## src/rtl/six_digit_display_scanner_if.sv

```systemverilog
// Display-side bundle between the lock controller and the 7-segment scanner.
// The controller side drives digit codes and status; the scanner returns the multiplexed bus.
interface six_digit_display_scanner_if;
    logic [3:0] d1;
    logic [3:0] d2;
    logic [3:0] d3;
    logic [3:0] d4;
    logic [3:0] d5;
    logic [3:0] d6;
    logic       res;
    logic       alarm;
    logic [5:0] an;
    logic [6:0] seg;
    logic       dp;
    logic       frame_start;

    modport master (
        output d1, d2, d3, d4, d5, d6, res, alarm,
        input  an, seg, dp, frame_start
    );

    modport slave (
        input  d1, d2, d3, d4, d5, d6, res, alarm,
        output an, seg, dp, frame_start
    );
endinterface

```

## src/rtl/six_digit_display_scanner.sv

```systemverilog
// Time-multiplexes six snapshotted digit codes onto one active-low 7-segment bus.
// Optional alarm blinking of the anodes is enabled with `define DISP_BLINK_EN.
module six_digit_display_scanner #(
    parameter int SCAN_DIV     = 50000,
    parameter int BLINK_FRAMES = 32
) (
    input logic                          clk,
    input logic                          clr_n,
    six_digit_display_scanner_if.slave   bus
);

    localparam logic [15:0] CNT_LAST = 16'(SCAN_DIV - 1);
    localparam logic [2:0]  IDX_LAST = 3'd5;

    logic [15:0] cnt;
    logic [2:0]  idx;
    logic [3:0]  shadow [6];
    logic        res_s;
    logic        alarm_s;
    logic        frame_start;
    logic        guard;
    logic        an_force_off;

    function automatic logic [6:0] seg_decode(input logic [3:0] code);
        logic [6:0] s;
        case (code)
            4'h0:    s = 7'h40;
            4'h1:    s = 7'h79;
            4'h2:    s = 7'h24;
            4'h3:    s = 7'h30;
            4'h4:    s = 7'h19;
            4'h5:    s = 7'h12;
            4'h6:    s = 7'h02;
            4'h7:    s = 7'h78;
            4'h8:    s = 7'h00;
            4'h9:    s = 7'h10;
            4'hE:    s = 7'h06;
            default: s = 7'h7F;
        endcase
        return s;
    endfunction

    assign frame_start = (cnt == 16'd0) && (idx == 3'd0);
    assign guard       = (cnt == 16'd0);

    // Slot timing: cnt is the dwell counter, idx selects the digit slot.
    always_ff @(posedge clk or negedge clr_n) begin
        if (!clr_n) begin
            cnt <= 16'd0;
            idx <= 3'd0;
        end else if (cnt == CNT_LAST) begin
            cnt <= 16'd0;
            idx <= (idx == IDX_LAST) ? 3'd0 : idx + 3'd1;
        end else begin
            cnt <= cnt + 16'd1;
        end
    end

    // Whole-frame snapshot so controller writes mid-frame never tear the display.
    always_ff @(posedge clk or negedge clr_n) begin
        if (!clr_n) begin
            for (int i = 0; i < 6; i++) shadow[i] <= 4'hF;
            res_s   <= 1'b0;
            alarm_s <= 1'b0;
        end else if (frame_start) begin
            shadow[0] <= bus.d1;
            shadow[1] <= bus.d2;
            shadow[2] <= bus.d3;
            shadow[3] <= bus.d4;
            shadow[4] <= bus.d5;
            shadow[5] <= bus.d6;
            res_s     <= bus.res;
            alarm_s   <= bus.alarm;
        end
    end

`ifdef DISP_BLINK_EN
    localparam logic [7:0] BLINK_LAST = 8'(BLINK_FRAMES - 1);

    logic [7:0] blink_cnt;
    logic       blink_ph;

    // Uses alarm_s from before the snapshot, so blinking starts one frame after alarm is seen.
    always_ff @(posedge clk or negedge clr_n) begin
        if (!clr_n) begin
            blink_cnt <= 8'd0;
            blink_ph  <= 1'b0;
        end else if (frame_start) begin
            if (!alarm_s) begin
                blink_cnt <= 8'd0;
                blink_ph  <= 1'b0;
            end else if (blink_cnt == BLINK_LAST) begin
                blink_cnt <= 8'd0;
                blink_ph  <= ~blink_ph;
            end else begin
                blink_cnt <= blink_cnt + 8'd1;
            end
        end
    end

    assign an_force_off = alarm_s && blink_ph;
`else
    logic alarm_unused;
    assign alarm_unused = alarm_s;
    assign an_force_off = 1'b0;
`endif

    // Output decode depends only on registered state, never on the live inputs.
    always_comb begin
        bus.an  = 6'b111111;
        bus.seg = 7'h7F;
        bus.dp  = 1'b1;
        if (!guard) begin
            bus.an  = ~(6'b000001 << idx);
            bus.seg = seg_decode(shadow[idx]);
            bus.dp  = ~(res_s && (idx == IDX_LAST));
            if (an_force_off) bus.an = 6'b111111;
        end
    end

    assign bus.frame_start = frame_start;

endmodule

```

## src/flat_wrapper.sv

```systemverilog
// flat-port wrapper written by rule: the top's interface ports become plain ports
module six_digit_display_scanner_flat 
#(
    parameter int SCAN_DIV     = 50000,
    parameter int BLINK_FRAMES = 32
)
  (clk, clr_n, bus_d1, bus_d2, bus_d3, bus_d4, bus_d5, bus_d6, bus_res, bus_alarm, bus_an, bus_seg, bus_dp, bus_frame_start);
  six_digit_display_scanner_if bus_i ();
  input logic clk;
  input logic clr_n;
  input wire logic [$bits(bus_i.d1)-1:0] bus_d1;
  input wire logic [$bits(bus_i.d2)-1:0] bus_d2;
  input wire logic [$bits(bus_i.d3)-1:0] bus_d3;
  input wire logic [$bits(bus_i.d4)-1:0] bus_d4;
  input wire logic [$bits(bus_i.d5)-1:0] bus_d5;
  input wire logic [$bits(bus_i.d6)-1:0] bus_d6;
  input wire logic [$bits(bus_i.res)-1:0] bus_res;
  input wire logic [$bits(bus_i.alarm)-1:0] bus_alarm;
  output wire logic [$bits(bus_i.an)-1:0] bus_an;
  output wire logic [$bits(bus_i.seg)-1:0] bus_seg;
  output wire logic [$bits(bus_i.dp)-1:0] bus_dp;
  output wire logic [$bits(bus_i.frame_start)-1:0] bus_frame_start;
  assign bus_i.d1 = bus_d1;
  assign bus_i.d2 = bus_d2;
  assign bus_i.d3 = bus_d3;
  assign bus_i.d4 = bus_d4;
  assign bus_i.d5 = bus_d5;
  assign bus_i.d6 = bus_d6;
  assign bus_i.res = bus_res;
  assign bus_i.alarm = bus_alarm;
  assign bus_an = bus_i.an;
  assign bus_seg = bus_i.seg;
  assign bus_dp = bus_i.dp;
  assign bus_frame_start = bus_i.frame_start;
  six_digit_display_scanner #(.SCAN_DIV(SCAN_DIV), .BLINK_FRAMES(BLINK_FRAMES)) u_core (.clk(clk), .clr_n(clr_n), .bus(bus_i));
endmodule
```

## config.mk

```make
export PLATFORM = sky130hd
export DESIGN_NAME = six_digit_display_scanner_flat
export DESIGN_NICKNAME = d
export VERILOG_FILES = /design/src/rtl/six_digit_display_scanner_if.sv /design/src/rtl/six_digit_display_scanner.sv /design/src/flat_wrapper.sv
export SDC_FILE = /design/constraint.sdc
export NUM_CORES = 1
export LEC_CHECK = 0
export ABC_AREA = 1
export CORE_UTILIZATION = 54
export CTS_BUF_LIST = sky130_fd_sc_hd__clkbuf_16
export DETAILED_ROUTE_END_ITERATION = 10
export HOLD_SLACK_MARGIN = 0.05
export PLACE_DENSITY = 0.9
export RECOVER_POWER = 50
export SLEW_MARGIN = 40
export SYNTH_ARGS = -nofsm -noshare
export SYNTH_HDL_FRONTEND = slang
export SYNTH_SLANG_ARGS = --single-unit
```

## constraint.sdc

```tcl
create_clock -name clk -period 2.8 [get_ports clk]
set_clock_uncertainty 0.05 [all_clocks]
set_input_delay 0.56 -clock clk [delete_from_list [all_inputs] [get_ports clk]]
set_output_delay 0.56 -clock clk [all_outputs]
set_load 0.01 [all_outputs]
```

==> run metrics, run 1 <==
I/O pin count=43; Mapped Avg Cell Area=about 7.6 µm²; synth top area cells=dfstp_2 (24%), nand2_1 (20%), dfrtp_1 (19%), inv_1 (5.6%), nand3_1 (4.5%); Yosys reg bits=44; final design utilization=between 70 and 80%; first-pass GRT wire length=between 9000 and 10000 µm; Peak VDD IR=329.1 µV; Slew Limit Fails=0; CP arrival=around 2.1 ns; Iter 0 DRT Violations=roughly 200; GRT Util Overall=between 20% and 30%; Mapped Cells=354; Cell Area, Synth=between 2000 and 3000 µm²; Final min period=approximately 2.7 ns; initial antenna violation count=0; sequential share of the synthesized area=between 40% and 50%; CTS tree=yes; Least-Margin Pin Slew=1.066 ns; final instance area=about 3400 µm²; Pre-Repair DR Iteration Count=5; post-layout power=roughly 1.4 mW; drt drc=0; Crit path largest cell delay=~0.44 ns; die area=~5200 µm²; post-route clock period utilization=96.80%; Buffers on Ports=41; root buf cell=clkbuf_16; Worst Path Required=around 2.2 ns; # Max-Cap Violations=0; Synth top area share=around a quarter; Final setup viols=0; setup TNS=0 ns; chip width=between 70 and 80 µm; largest net degree at the start of global routing=45; DP Wirelength=~4100 µm; RSZ-0062 raised after global routing=true; clk sink count=44; Antenna diodes=0; Routed wire per std cell=12.43 µm; vias per cell=approximately 5.2; most common cell after layout, fill and taps aside=nand2_1; most used cell, CP=nand3_1; nets=around 440; Setup WS pre-CTS=-0.06322 ns; HP Class=in2async; family with the most delay on the worst path=buffers and inverters; gr ovfl total=0; CP cell instances=buf_4, inv_6, nand2_1, nand2_1, nand3_1, inv_1, a21oi_2, buf_4, ha_1, nand3b_1, nand3_1, nand3_1, clkbuf_2; Setup crit end kind=output pin; Final Hold Fails=0; row count=25; Cell Area, Placed=3181 µm²; Clock Latency Late Sink=slightly below 0.3 ns; Starting Density=between 50% and 60%; Die Ht=about 72 µm; CP bufs+invs=5; final setup margin=around 0.09 ns; Syn. warnings=0; core area=roughly 4800 µm²; Peak Freq=about 0.37 GHz; Max transition margin=28.96%; critical path class=reg2out; synthesis-to-layout area growth=25.47%; Slowest cell on crit path=dfrtp_2; leak pwr=between 1.5 and 2 nW; vias in the first global route=2131; Post-Route WL=~6000 µm; outcome=completed; commonest cells after routing, fill and taps aside=nand2_1 (141), inv_1 (40), clkdlybuf4s50_1 (33), dfstp_2 (24); maximum buffer depth of the clock tree=2; routed vias=between 2000 and 2500; fraction of layout cells with a size suffix above 1=21.52%; CTS Buf Count=5; Detail Route Antenna Nets=0; Net Count, Synth=390; Clock transition at path regs=about 0.06 ns; H-tree depth=2; Yosys top cell by area=dfstp_2; Startpoint Class=register; Pwr Density=~410 nW/µm²; Yosys cell types=34; crit path max fanout=7; RD Place Congestion=0.8837
-- sequential cells by signal, summed over array words and instances (netlist names) --
signal / flops
u_core.idx: 3
u_core.res_s: 1
u_core.shadow: 24
u_core.cnt: 16
-- area by class of cell --
cell class,count,area (µm²)
inverters,42,167.7
flip-flops and latches,44,1134
clock buffers,5,125.1
fillers,357,1395
repair buffers,58,506.7
clock inverters,3,20.02
well taps,67,83.83
multi-input cells,257,1323
-- per-layer routing --
| metal | track usage (%) | wire length, µm | up-vias | part of all wire (%) |
|---|---|---|---|---|
| met5 | 0 | 0 | - | 0 |
| met4 | 8.279 | 104 | 0 | 1.8 |
| met3 | 5.139 | 369 | 10 | 6.2 |
| met2 | 37.28 | 2822 | 101 | 48 |
| met1 | 31.75 | 2617 | 1136 | 44 |
| li1 | - | - | 1207 | - |
-- cell families after synthesis --
family / share of synthesized area [%]
simple gates: 36.78
buf+inv: 9.673
flops: 42.24
compound gates: 5.608
fa+ha+maj: 3.738
xor+xnor: 1.963
-- final timing paths --
kind,from,to,slack [ns],cells after the start
max reg2reg,u_core.cnt[0]$_DFF_PN0_,u_core.cnt[3]$_DFF_PN0_,1.02,6
max in group asynchronous,clr_n,u_core.idx[0]$_DFFE_PN0N_,1.57,1
max,u_core.idx[0]$_DFFE_PN0N_,bus_seg[0],0.09,13
min in group clk,u_core.shadow[8]$_DFFE_PN1P_,u_core.shadow[8]$_DFFE_PN1P_,0.42,2
min,clr_n,u_core.cnt[8]$_DFF_PN0_,0.41,1
min reg2reg,u_core.shadow[8]$_DFFE_PN1P_,u_core.shadow[8]$_DFFE_PN1P_,0.42,2
-- synthesized netlist by cell type, drive strengths merged --
library cell    n
inv            41
o31ai           1
xor2            6
nand3          28
buf            11
a21oi           4
nor2           28
nor3            8
clkinv          1
dfstp          24
nand4           6
nand2         148
o211ai          1
dfrtp          20
a31oi           1
nand3b          2
nor3b           1
o21ai          15
ha              8
-- repair_timing --
item,4_1_cts,5_1_grt
endpoints found under the setup margin,11,14
resized for setup,16,22
pin swaps,0,3
setup buffers,3,0
hold buffers,0,0
-- stage by stage --
stage	cells	hold slack, ns
finish	476	0.4100
global placement	465	0.4076
floorplan	354	0.2144
CTS	476	0.2355
global route	476	0.4280
detailed placement	465	0.4075
-- power by group --
group | switching (mW) | internal, mW
clock network | 0.244 | 0.329
registers | 0.00909 | 0.668
logic | 0.0652 | 0.0667
total | 0.318 | 1.06
No activity file was read; power rests on OpenSTA's default activity.
==> run 2: changes to the inputs <==
SLEW_MARGIN = 20   (was 40)
==> run 2 against run 1 <==
  * Sequential share of layout area is 0.063 points lower
  * Clock-buffer cell count unchanged
  * Via count is 2.0% lower
  * Routed wire length is 1.8% higher
  * First-iteration DRC count fell by 19%
  * Critical path depth down 7
  * Largest cell class unchanged
  * Sequential power hardly changed
==> run metrics, run 2 (synthesized netlist as in run 1, its figures left out) <==
outcome=completed; count of non-filler cells in the finished layout=477; Least-Margin Pin Slew=between 0.9 and 1 ns; Startpoint Class=register; commonest cells after routing, fill and taps aside=nand2_1 (142), inv_1 (39), clkdlybuf4s50_1 (33), dfstp_2 (24); max reg flops=24; GRT Util Overall=between 20% and 30%; final setup margin=roughly 0.11 ns; drt drc=0; RSZ-0062 raised after global routing=true; H-tree depth=2; CTS tree=yes; largest net degree at the start of global routing=45; Final Hold Fails=0; fraction of layout cells with a size suffix above 1=a little over a fifth; CP arrival=~2.1 ns; CP cell instances=nor2_1, nand3_1, nor2_2, nand2_4, nand3_1, clkdlybuf4s50_1; CTS Buf Count=5; final instance area=3366 µm²; Buffers on Ports=between 40 and 50; post-route clock period utilization=a little over nine tenths; filler cell count=356; Post-Route WL=roughly 6000 µm; Post-CTS Hold Fix Bufs=0; routed vias=roughly 2400; Worst Path Required=between 2 and 2.5 ns; clk sink count=44; Antenna diodes=0; Iter 0 DRT Violations=160; post-layout power=roughly 1.4 mW; Peak Freq=around 0.37 GHz; Die Ht=between 70 and 80 µm; initial antenna violation count=0; Peak VDD IR=between 200 and 250 µV; RD Place Congestion=between 0.8 and 0.9; row count=25; gr ovfl total=0; die area=between 5000 and 6000 µm²; placed instance count=around 470; HP Class=in2async; vias in the first global route=~2200; Pre-Repair DR Iteration Count=4; crit path max fanout=11; Clock Latency Late Sink=0.28 ns; Slowest cell on crit path=clkdlybuf4s50_1; nets=about 450; Setup crit end kind=output pin; maximum buffer depth of the clock tree=2; synthesis-to-layout area growth=25.70%; Routed wire per std cell=12.62 µm; top flop regs=u_core.shadow x24, u_core.cnt x16, u_core.idx x3; family with the most delay on the worst path=simple AND/OR/NAND/NOR gates; Setup WS pre-CTS=-0.06129 ns; Detail Route Antenna Nets=0; Crit path largest cell delay=~0.54 ns; Cell Area, Placed=between 3000 and 4000 µm²; most used cell, CP=nand3_1; leak pwr=approximately 1.7 nW; Max transition margin=roughly 36%; Final setup viols=0; core area=~4800 µm²; Clock transition at path regs=about 0.060 ns; first-pass GRT wire length=between 9000 and 10000 µm; most common cell after layout, fill and taps aside=nand2_1; Slew Limit Fails=0; vias per cell=between 5 and 6; # Max-Cap Violations=0; Starting Density=a little under three fifths; CP bufs+invs=1; Pwr Density=408.1 nW/µm²; root buf cell=clkbuf_16; Final min period=around 2.7 ns; DP Wirelength=a little over 4000 µm; register area=about 1100 µm²; I/O pin count=43; multi-input logic area=about 1300 µm²; critical path class=reg2out; chip width=about 72 µm; Largest Register=u_core.shadow
[run 2: changes by cell type in the layout (fill, tap and decap cells not counted), sizes merged]
cell and delta:
clkinv +1, dlygate4sd2 -1, clkbuf -1, inv -1, buf +3
[run 2: layout make-up]
cell class / instances / share of cell area, %
sequential: 44 / 33.68
timing repair buffer: 59 / 15.39
multi-input combinational: 257 / 39.14
clock inverter: 3 / 0.5948
tap: 67 / 2.491
inverter: 42 / 4.981
clock buffer: 5 / 3.717
[run 2: where the power goes]
group          switching, mW  internal (mW)
clock network          0.235          0.328
logic                 0.0657         0.0660
registers            0.00962          0.668
total                  0.311           1.06
[run 2: repair_timing]
action | in CTS | in global routing
setup endpoints to repair | 8 | 12
buffers inserted | 1 | 3
pin swaps | 0 | 3
cloned | 0 | 0
gates resized for setup | 16 | 26
[run 2: final timing paths]
kind | from | endpoint | slack [ns] | cells after the start
setup / recovery | u_core.cnt[11]$_DFF_PN0_ | bus_an[2] | 0.11 | 6
hold / removal | clr_n | u_core.res_s$_DFFE_PN0P_ | 0.39 | 1
setup reg to reg | u_core.idx[0]$_DFFE_PN0N_ | u_core.shadow[0]$_DFFE_PN1P_ | 0.93 | 8
hold reg to reg | u_core.shadow[8]$_DFFE_PN1P_ | u_core.shadow[8]$_DFFE_PN1P_ | 0.42 | 2
max in group asynchronous | clr_n | u_core.idx[0]$_DFFE_PN0N_ | 1.66 | 1
min in group clk | u_core.shadow[8]$_DFFE_PN1P_ | u_core.shadow[8]$_DFFE_PN1P_ | 0.42 | 2
[run 2: routing by layer]
layer	track usage, %	wire [µm]
met1	31.93	2809
met3	5.694	258
met4	9.150	129
met2	36.66	2823
met5	0	0
[run 2: through the flow]
stage          utilization (%)  hold WS, ns  TNS [ns]
2_1_floorplan                -       0.2144         0
3_3_place_gp             66.84       0.4076  -0.04424
5_1_grt                  70.79       0.4282  -0.03539
3_5_place_dp             66.84       0.4087   -0.2187
4_1_cts                  70.13       0.4164         0
6_report                 70.79       0.3906         0
